**config.mk**
```make
export PLATFORM = sky130hd
export DESIGN_NAME = bus_arbiter
export DESIGN_NICKNAME = d
export VERILOG_FILES = /design/src/rtl/bus_arbiter.sv
export SDC_FILE = /design/constraint.sdc
export NUM_CORES = 1
export LEC_CHECK = 0
export ABC_AREA = 1
export BUFFER_PORTS_ARGS = -buffer_cell sky130_fd_sc_hd__buf_2
export CAP_MARGIN = 20
export CORE_AREA = 2 2 110 112
export DETAILED_ROUTE_END_ITERATION = 16
export DIE_AREA = 0 0 112 114
export PLACE_DENSITY = 0.49
export RECOVER_POWER = 25
export SLEW_MARGIN = 40
export SYNTH_ARGS = -nofsm -noshare
export SYNTH_HDL_FRONTEND = slang
export SYNTH_SLANG_ARGS = --single-unit
```
**constraint.sdc**
```tcl
create_clock -name i_clk -period 2.6 [get_ports i_clk]
set_input_delay 0.13 -clock i_clk [delete_from_list [all_inputs] [get_ports i_clk]]
set_output_delay 0.13 -clock i_clk [all_outputs]
set_load 0.02 [all_outputs]
```
**src/rtl/bus_arbiter.sv**
```systemverilog
// ----------------------------------------------------------------------------
// bus_arbiter
//
// Round-robin arbiter that shares one external memory bus between
// N_MASTERS bus masters. One master is granted at a time and keeps the grant
// until the slave acknowledges or the watchdog aborts the transaction.
//
// Parameters
//   N_MASTERS  number of requesters (2..8)
//   TIMEOUT    BUSY cycles allowed without i_ack before abort; 0 = never
//
// Ports
//   i_clk, i_rst   clock, asynchronous active-high reset
//   i_m_bus_en     per-master request (bit k = master k)
//   i_m_wr_en      per-master write flag
//   i_m_addr       per-master address, master k in [32k+31:32k]
//   i_m_wr_data    per-master write data, same packing
//   i_m_byte_en    per-master byte enables, master k in [4k+3:4k]
//   o_m_ack        one-cycle completion pulse to the granted master
//   o_m_err        one-cycle timeout-abort pulse to the granted master
//   o_m_rd_data    read data broadcast, valid only with o_m_ack
//   i_ack          slave completion
//   i_rd_data      slave read data, valid with i_ack
//   o_bus_en       bus request (high for the whole BUSY phase)
//   o_wr_en        bus write flag
//   o_addr         bus address
//   o_wr_data      bus write data
//   o_byte_en      bus byte enables
// ----------------------------------------------------------------------------
module bus_arbiter #(
    parameter int N_MASTERS = 2,
    parameter int TIMEOUT   = 255
) (
    input  logic                      i_clk,
    input  logic                      i_rst,
    input  logic [N_MASTERS-1:0]      i_m_bus_en,
    input  logic [N_MASTERS-1:0]      i_m_wr_en,
    input  logic [32*N_MASTERS-1:0]   i_m_addr,
    input  logic [32*N_MASTERS-1:0]   i_m_wr_data,
    input  logic [4*N_MASTERS-1:0]    i_m_byte_en,
    output logic [N_MASTERS-1:0]      o_m_ack,
    output logic [N_MASTERS-1:0]      o_m_err,
    output logic [31:0]               o_m_rd_data,
    input  logic                      i_ack,
    input  logic [31:0]               i_rd_data,
    output logic                      o_bus_en,
    output logic                      o_wr_en,
    output logic [31:0]               o_addr,
    output logic [31:0]               o_wr_data,
    output logic [3:0]                o_byte_en
);

    localparam int GW = (N_MASTERS > 1) ? $clog2(N_MASTERS) : 1;
    localparam int CW = (TIMEOUT > 0) ? $clog2(TIMEOUT + 1) : 1;
    // The counter holds the number of BUSY cycles already completed, so the
    // abort fires in the cycle where it equals TIMEOUT-1 (the TIMEOUT-th cycle).
    localparam logic [CW-1:0] CNT_LAST = (TIMEOUT > 0) ? CW'(TIMEOUT - 1) : {CW{1'b0}};
    localparam logic [CW-1:0] CNT_SAT  = {CW{1'b1}};

    typedef enum logic [0:0] {
        IDLE = 1'b0,
        BUSY = 1'b1
    } state_t;

    state_t         state_r,      state_nxt_s;
    logic [GW-1:0]  grant_r,      grant_nxt_s;
    logic [GW-1:0]  last_grant_r, last_grant_nxt_s;
    logic [CW-1:0]  wdog_r,       wdog_nxt_s;

    logic           hi_found_s, lo_found_s;
    logic [GW-1:0]  hi_idx_s,   lo_idx_s;
    logic           pick_valid_s;
    logic [GW-1:0]  pick_idx_s;
    logic           ack_fire_s;
    logic           to_fire_s;

    // Round-robin pick: lowest requester above last_grant, else lowest at or below it.
    always_comb begin
        hi_found_s = 1'b0;
        lo_found_s = 1'b0;
        hi_idx_s   = {GW{1'b0}};
        lo_idx_s   = {GW{1'b0}};
        // Descending scan so the last overwrite leaves the lowest index.
        for (int k = N_MASTERS - 1; k >= 0; k--) begin
            if (i_m_bus_en[k]) begin
                if (GW'(k) > last_grant_r) begin
                    hi_found_s = 1'b1;
                    hi_idx_s   = GW'(k);
                end else begin
                    lo_found_s = 1'b1;
                    lo_idx_s   = GW'(k);
                end
            end else begin
                hi_found_s = hi_found_s;
            end
        end
        pick_valid_s = hi_found_s | lo_found_s;
        pick_idx_s   = hi_found_s ? hi_idx_s : lo_idx_s;
    end

    // Completion / abort decode; an ack in the timeout cycle suppresses the abort.
    always_comb begin
        ack_fire_s = (state_r == BUSY) && i_ack;
        to_fire_s  = (state_r == BUSY) && !i_ack && (TIMEOUT != 0) && (wdog_r == CNT_LAST);
    end

    // Next-state logic for the IDLE/BUSY controller, grant and watchdog.
    always_comb begin
        state_nxt_s      = state_r;
        grant_nxt_s      = grant_r;
        last_grant_nxt_s = last_grant_r;
        wdog_nxt_s       = wdog_r;
        case (state_r)
            IDLE: begin
                if (pick_valid_s) begin
                    state_nxt_s = BUSY;
                    grant_nxt_s = pick_idx_s;
                    wdog_nxt_s  = {CW{1'b0}};
                end else begin
                    state_nxt_s = IDLE;
                end
            end
            BUSY: begin
                if (ack_fire_s || to_fire_s) begin
                    state_nxt_s      = IDLE;
                    last_grant_nxt_s = grant_r;
                    wdog_nxt_s       = {CW{1'b0}};
                end else if (wdog_r != CNT_SAT) begin
                    wdog_nxt_s = wdog_r + CW'(1'b1);
                end else begin
                    wdog_nxt_s = wdog_r;
                end
            end
            default: begin
                state_nxt_s = IDLE;
            end
        endcase
    end

    // State registers; reset gives master 0 first priority.
    always_ff @(posedge i_clk or posedge i_rst) begin
        if (i_rst) begin
            state_r      <= IDLE;
            grant_r      <= {GW{1'b0}};
            last_grant_r <= GW'(N_MASTERS - 1);
            wdog_r       <= {CW{1'b0}};
        end else begin
            state_r      <= state_nxt_s;
            grant_r      <= grant_nxt_s;
            last_grant_r <= last_grant_nxt_s;
            wdog_r       <= wdog_nxt_s;
        end
    end

    // Bus payload mux and per-master response routing; everything is 0 in IDLE.
    always_comb begin
        o_bus_en    = 1'b0;
        o_wr_en     = 1'b0;
        o_addr      = 32'h0000_0000;
        o_wr_data   = 32'h0000_0000;
        o_byte_en   = 4'b0000;
        o_m_rd_data = 32'h0000_0000;
        o_m_ack     = {N_MASTERS{1'b0}};
        o_m_err     = {N_MASTERS{1'b0}};
        if (state_r == BUSY) begin
            o_bus_en = 1'b1;
            for (int k = 0; k < N_MASTERS; k++) begin
                if (grant_r == GW'(k)) begin
                    o_wr_en    = i_m_wr_en[k];
                    o_addr     = i_m_addr[32*k +: 32];
                    o_wr_data  = i_m_wr_data[32*k +: 32];
                    o_byte_en  = i_m_byte_en[4*k +: 4];
                    o_m_ack[k] = ack_fire_s;
                    o_m_err[k] = to_fire_s;
                end else begin
                    o_m_ack[k] = 1'b0;
                end
            end
            o_m_rd_data = ack_fire_s ? i_rd_data : 32'h0000_0000;
        end else begin
            o_bus_en = 1'b0;
        end
    end

endmodule
```
==> impl_metrics.tcl, run 1 <==
set metrics [dict create \
    outcome "finished clean" \
    relSlewSlack_pct 57.69 \
    fin_crit_ns 2.016 \
    avgSynthCellArea_um2 4.890 \
    htreeDepth 1 \
    root_buffer "clkbuf_16" \
    postCtsHoldBufs 1 \
    hold_class "primary input to register" \
    io_pins 281 \
    grt_util_all_layers_pct 14.65 \
    synth_top_cell_by_area "nor2_1" \
    num_vias 3399 \
    ys_types 24 \
    setup_tns_ns 0 \
    die_w_um 112 \
    power_mw 2.566 \
    wl_per_cell_um 12.82 \
    tritoncts "built" \
    fin_cells 812 \
    utilization_pct 30.24 \
    rsz0062_at_grt "false" \
    fin_worst_skew_ns 0.002148 \
    cts_num_sinks 11 \
    fin_ws_ns 0.5840 \
    critPathLaunchType "register" \
    synthCells 403 \
    setup_violations 0 \
    io_buffers 280 \
    yosys_warnings 0 \
    drt_iter0_markers 202 \
    yosysSeqAreaShare_pct 14.03 \
    arrival_ns 1.89 \
    endpoint_kind "output pin" \
    synth.ff_latch_count 11 \
    fp.dieH_um 114 \
    hpwl_um 8535 \
    die_area_um2 12770 \
    cts_setup_buffers 0 \
    tightestPinTransition_ns 0.6347 \
    crit_type "register to output pin" \
    cts_buffers 3 \
    peakVddDrop_mv 0.3269 \
    syn_to_final_growth_pct 79.68 \
    overflow 0 \
    yosysTopAreaCellShare_pct 35.05 \
    start_util_pct 16.83 \
    clk_pin_slew_ns 0.04 \
    ant_nets 0 \
    routabilityCongestion 0.8661 \
    core.rowCount 40 \
    place_ws_ns 0.9620 \
    grt_max_degree 73 \
    crit_path_max_fanout 35 \
    diodes 0 \
    slew_viol_final 0 \
    drc 0 \
    crit_required_ns 2.47 \
    antenna_found_initial 0 \
    fmax_ghz 0.4960 \
    drive_above_1_share_pct 43.91 \
    synth_area_um2 1971 \
    mappedNetlistNets 580 \
    grt_first_pass_wirelength_um 15480 \
    clock_latency_ns 0.24 \
    finalCritPeriodShare_pct 77.54 \
    coreArea_um2 11710 \
    placed_cells 807 \
    wl_um 10410 \
    cts-resized-gates 0 \
    cellLeakagePower_nw 2.262 \
    hold_viol_final 0 \
    yosys-top-cells-area "nor2_1, o21ai_0, dfrtp_1" \
    vias_per_cell 4.186 \
    grt_pass1_vias 3096 \
    clockBufferDepth 2 \
    nets 843 \
    drv_cap 0 \
    power_density_nw_per_um2 724.6 \
    dr.pass1.iters 5 \
]
==> routing by layer <==
layer,GRT usage (%),up-vias,share of wire [%],wire length [um]
met3,2.019,7,7.1,742
li1,-,1759,-,-
met1,18.31,1490,41,4241
met2,27.52,143,51,5322
met5,0,-,0,0
met4,1.951,0,1.0,106
==> state kept, by name (all words and copies together), names as in the netlist <==
name / cells
grant_r: 1
wdog_r: 8
state_r: 1
last_grant_r: 1
==> synth_stat cells <==
cell type and n:
nor2_1 184, o21ai_0 66, inv_1 42, nand2_1 36, clkbuf_1 13, buf_2 12
nand3_1 11, dfrtp_1 10, o21ai_1 5, nand2_2 3, buf_4 2, ha_1 2
inv_2 2, nand2_4 2, nand4_1 2, nor2_2 2, o21bai_1 2, a21oi_1 1
dfstp_2 1, nand3_2 1, nand4_4 1, nor2_4 1, or2_2 1, xor2_1 1
==> per-stage QoR <==
step                      instance area, um2  hold WS (ns)
final                                   3541        0.1579
after global routing                    3541        0.1854
after CTS                               3578        0.1547
after detailed placement                3490        0.1552
after global placement                  3490        0.1673
after floorplan                         1971      -0.01828
==> layout make-up <==
cell class / instances / area [um2]
Fill cell: 1389 / 8170
Timing Repair Buffer: 285 / 1454
Multi-Input combinational cell: 321 / 1380
Sequential cell: 11 / 279.0
Tap cell: 147 / 183.9
Inverter: 44 / 165.2
Clock buffer: 4 / 78.83
==> worst max-delay path, cell delays in order (launching register included) <==
cell and delay, ns:
dfrtp_2 0.69, nand2_1 0.10, clkbuf_2 0.40, nor2_1 0.19, clkbuf_1 0.26
==> power by group <==
part | internal, mW | switching [mW] | leakage, nW
Combinational | 0.629 | 1.40 | 2.08
Clock | 0.206 | 0.0790 | 0.0382
Sequential | 0.203 | 0.0521 | 0.143
==> worst paths after layout <==
check | from | end | slack, ns | cells after the start
min | i_m_bus_en[1] | grant_r | 0.16 | 3
min in group asynchronous | i_rst | wdog_r[4] | 0.44 | 3
max reg2reg | wdog_r[0] | wdog_r[7] | 0.87 | 9
max in group asynchronous | i_rst | last_grant_r | 1.82 | 3
max | state_r | o_m_rd_data[17] | 0.58 | 4
min reg2reg | last_grant_r | last_grant_r | 0.51 | 2
==> logic make-up (layout without fill, tap and decap cells) <==
family	Yosys count	in the layout	synth area share [%]
and+or+nand+nor	244	244	50.54
AOI/OAI and AO/OA	74	74	19.05
buffers and inverters	71	333	14.67
DFF	11	11	14.03
adders and majority gates	2	2	1.270
xor gates and xnor gates	1	1	0.4445
==> cells in the final DEF (no fill, tap or decap), drive strengths merged <==
master / instances
dfrtp: 10
a21oi: 1
dlygate4sd3: 1
nand4: 3
nand2: 41
xor2: 1
clkbuf: 13
dfstp: 1
nand3: 12
nor2: 187
buf: 275
or2: 1
o21ai: 71
inv: 44
ha: 2
o21bai: 2
(Power assumes the default switching activity.)
==> run 2: changes to the inputs <==
--- a/config.mk
+++ b/config.mk
@@ -11,7 +11,7 @@
 export CORE_AREA = 2 2 110 112
 export DETAILED_ROUTE_END_ITERATION = 16
 export DIE_AREA = 0 0 112 114
-export PLACE_DENSITY = 0.49
+export PLACE_DENSITY = 0.5
 export RECOVER_POWER = 25
 export SLEW_MARGIN = 40
 export SYNTH_ARGS = -nofsm -noshare
==> constraint.sdc (replaced) <==
create_clock -name i_clk -period 1.8 [get_ports i_clk]
set_input_delay 0.09 -clock i_clk [delete_from_list [all_inputs] [get_ports i_clk]]
set_output_delay 0.09 -clock i_clk [all_outputs]
set_load 0.02 [all_outputs]
==> run 2 against run 1 <==
Against the previous run: die area unchanged; core utilization up 0.47 points; first-iteration DRC count rose by 36%; wire length decreased by 4.4%; cell area increased by 1.6%; combinational power up 50%; clock power rose by 46%; cell count grew 0.49%; setup slack worse by 0.42 ns; sequential share of layout area fell by 0.12 points; clock skew grew 0.00086 ns; sequential cell count is the same; highest routed layer unchanged; critical endpoint is now o_addr[31].
==> impl_metrics.tcl, run 2 (synthesis results as in run 1) <==
set metrics [dict create \
    outcome "finished clean" \
    endpoint_kind "output pin" \
    start_util_pct 16.83 \
    finalCritPeriodShare_pct 90.86 \
    rrSetupSlack_ns 0.19 \
    cts_buffers 3 \
    final_cell_mix "buf_2, nor2_1, o21ai_0" \
    die_area_um2 12770 \
    crit_required_ns 1.71 \
    grt_util_all_layers_pct 13.89 \
    fin_crit_ns 1.636 \
    fin_ws_ns 0.1644 \
    worstPathCellList "inv_2 -> buf_4 -> nor2_1 -> nor2_1 -> buf_2" \
    crit_type "register to output pin" \
    syn_to_final_growth_pct 82.48 \
    power_density_nw_per_um2 1058 \
    wl_um 9955 \
    layout_commonest_cell "buf_2" \
    cts_setup_buffers 0 \
    min_from "i_m_bus_en[1]" \
    drv_cap 0 \
    overflow 0 \
    vias_per_cell 4.186 \
    num_vias 3416 \
    power_mw 3.805 \
    clockBufferDepth 2 \
    fin_worst_skew_ns 0.003004 \
    placed_cells 811 \
    coreArea_um2 11710 \
    clk_pin_slew_ns 0.04 \
    min_path_cells 3 \
    crit_path_max_incr_delay_ns 0.41 \
    wl_per_cell_um 12.20 \
    critPathSlowestCell "dfrtp_2" \
    post-route-cell-area_um2 3596 \
    diodes 0 \
    hold_viol_final 0 \
    clock_latency_ns 0.24 \
    die_w_um 112 \
    holdWs_ns 0.1352 \
    routabilityCongestion 0.8452 \
    r2r_start "wdog_r[0]" \
    root_buffer "clkbuf_16" \
    critPathMostFrequentCell "nor2_1" \
    post_dp_cell_area_um2 3520 \
    largest_reg_flops 8 \
    rsz0062_at_grt "false" \
    antenna_found_initial 0 \
    htreeDepth 1 \
    grt_max_degree 46 \
    cellLeakagePower_nw 2.292 \
    peakVddDrop_mv 0.5122 \
    tightestPinTransition_ns 0.4750 \
    drc 0 \
    place_ws_ns 0.3509 \
    regMostFlops "wdog_r" \
    reg2reg_depth 9 \
    drt_iter0_markers 274 \
    grt_first_pass_wirelength_um 14700 \
    crit_path_max_fanout 15 \
    hold_class "primary input to register" \
    fmax_ghz 0.6114 \
    tritoncts "built" \
    utilization_pct 30.71 \
    io_buffers 280 \
    critPathLaunchType "register" \
    ant_nets 0 \
    relSlewSlack_pct 68.30 \
    fp.dieH_um 114 \
    dr.pass1.iters 4 \
    nets 847 \
    hpwl_um 8222 \
    r2r-end "wdog_r[6]" \
    drive_above_1_share_pct 44.99 \
    cts-resized-gates 0 \
    slew_viol_final 0 \
    fin_cells 816 \
    io_pins 281 \
    core.rowCount 40 \
    hold_end "grant_r" \
    grt_pass1_vias 2914 \
    setup_tns_ns 0 \
    setup_violations 0 \
    arrival_ns 1.55 \
    cts_num_sinks 11 \
]
run 2: power breakdown:
group	internal (mW)	total, mW	switching, mW
logic	0.961	3.05	2.09
registers	0.294	0.339	0.0445
clock network	0.298	0.415	0.117
total	1.55	3.81	2.25
run 2: worst max-delay path: cells and delay by family, from the launching register on:
family / cells / cell delay [ns]
buffers and inverters: 3 / 0.69
flip-flops: 1 / 0.41
AND/OR/NAND/NOR: 2 / 0.20
run 2: layout make-up:
class	instances	area [um2]
flip-flops and latches	11	279.0
well taps	147	183.9
multi-input cells	321	1398
repair buffers	289	1491
inverters	44	165.2
fillers	1351	8115
clock buffers	4	78.83
run 2: how the worst max path moves through the flow:
stage / from / end / cells past startpoint
6_report: grant_r / o_addr[31] / 5
5_1_grt: grant_r / o_addr[31] / 5
4_1_cts: grant_r / o_addr[31] / 5
3_5_place_dp: wdog_r[0] / wdog_r[6] / 9
3_3_place_gp: wdog_r[0] / wdog_r[6] / 9
2_1_floorplan: state_r / o_m_ack[0] / 4
run 2: repair_timing:
action | 4_1_cts | 5_1_grt
endpoints found under the hold margin | 10 | 0
setup endpoints to repair | 0 | 1
hold buffers | 1 | 0
run 2: metal layers:
layer / track usage, % / vias up / wire length, um / part of all wire [%]
li1: - / 1766 / - / -
met1: 19.57 / 1501 / 4442 / 45
met2: 23.52 / 142 / 4758 / 48
met3: 1.913 / 7 / 717 / 7.2
met4: 1.463 / 0 / 37 / 0.37
met5: 0 / - / 0 / 0
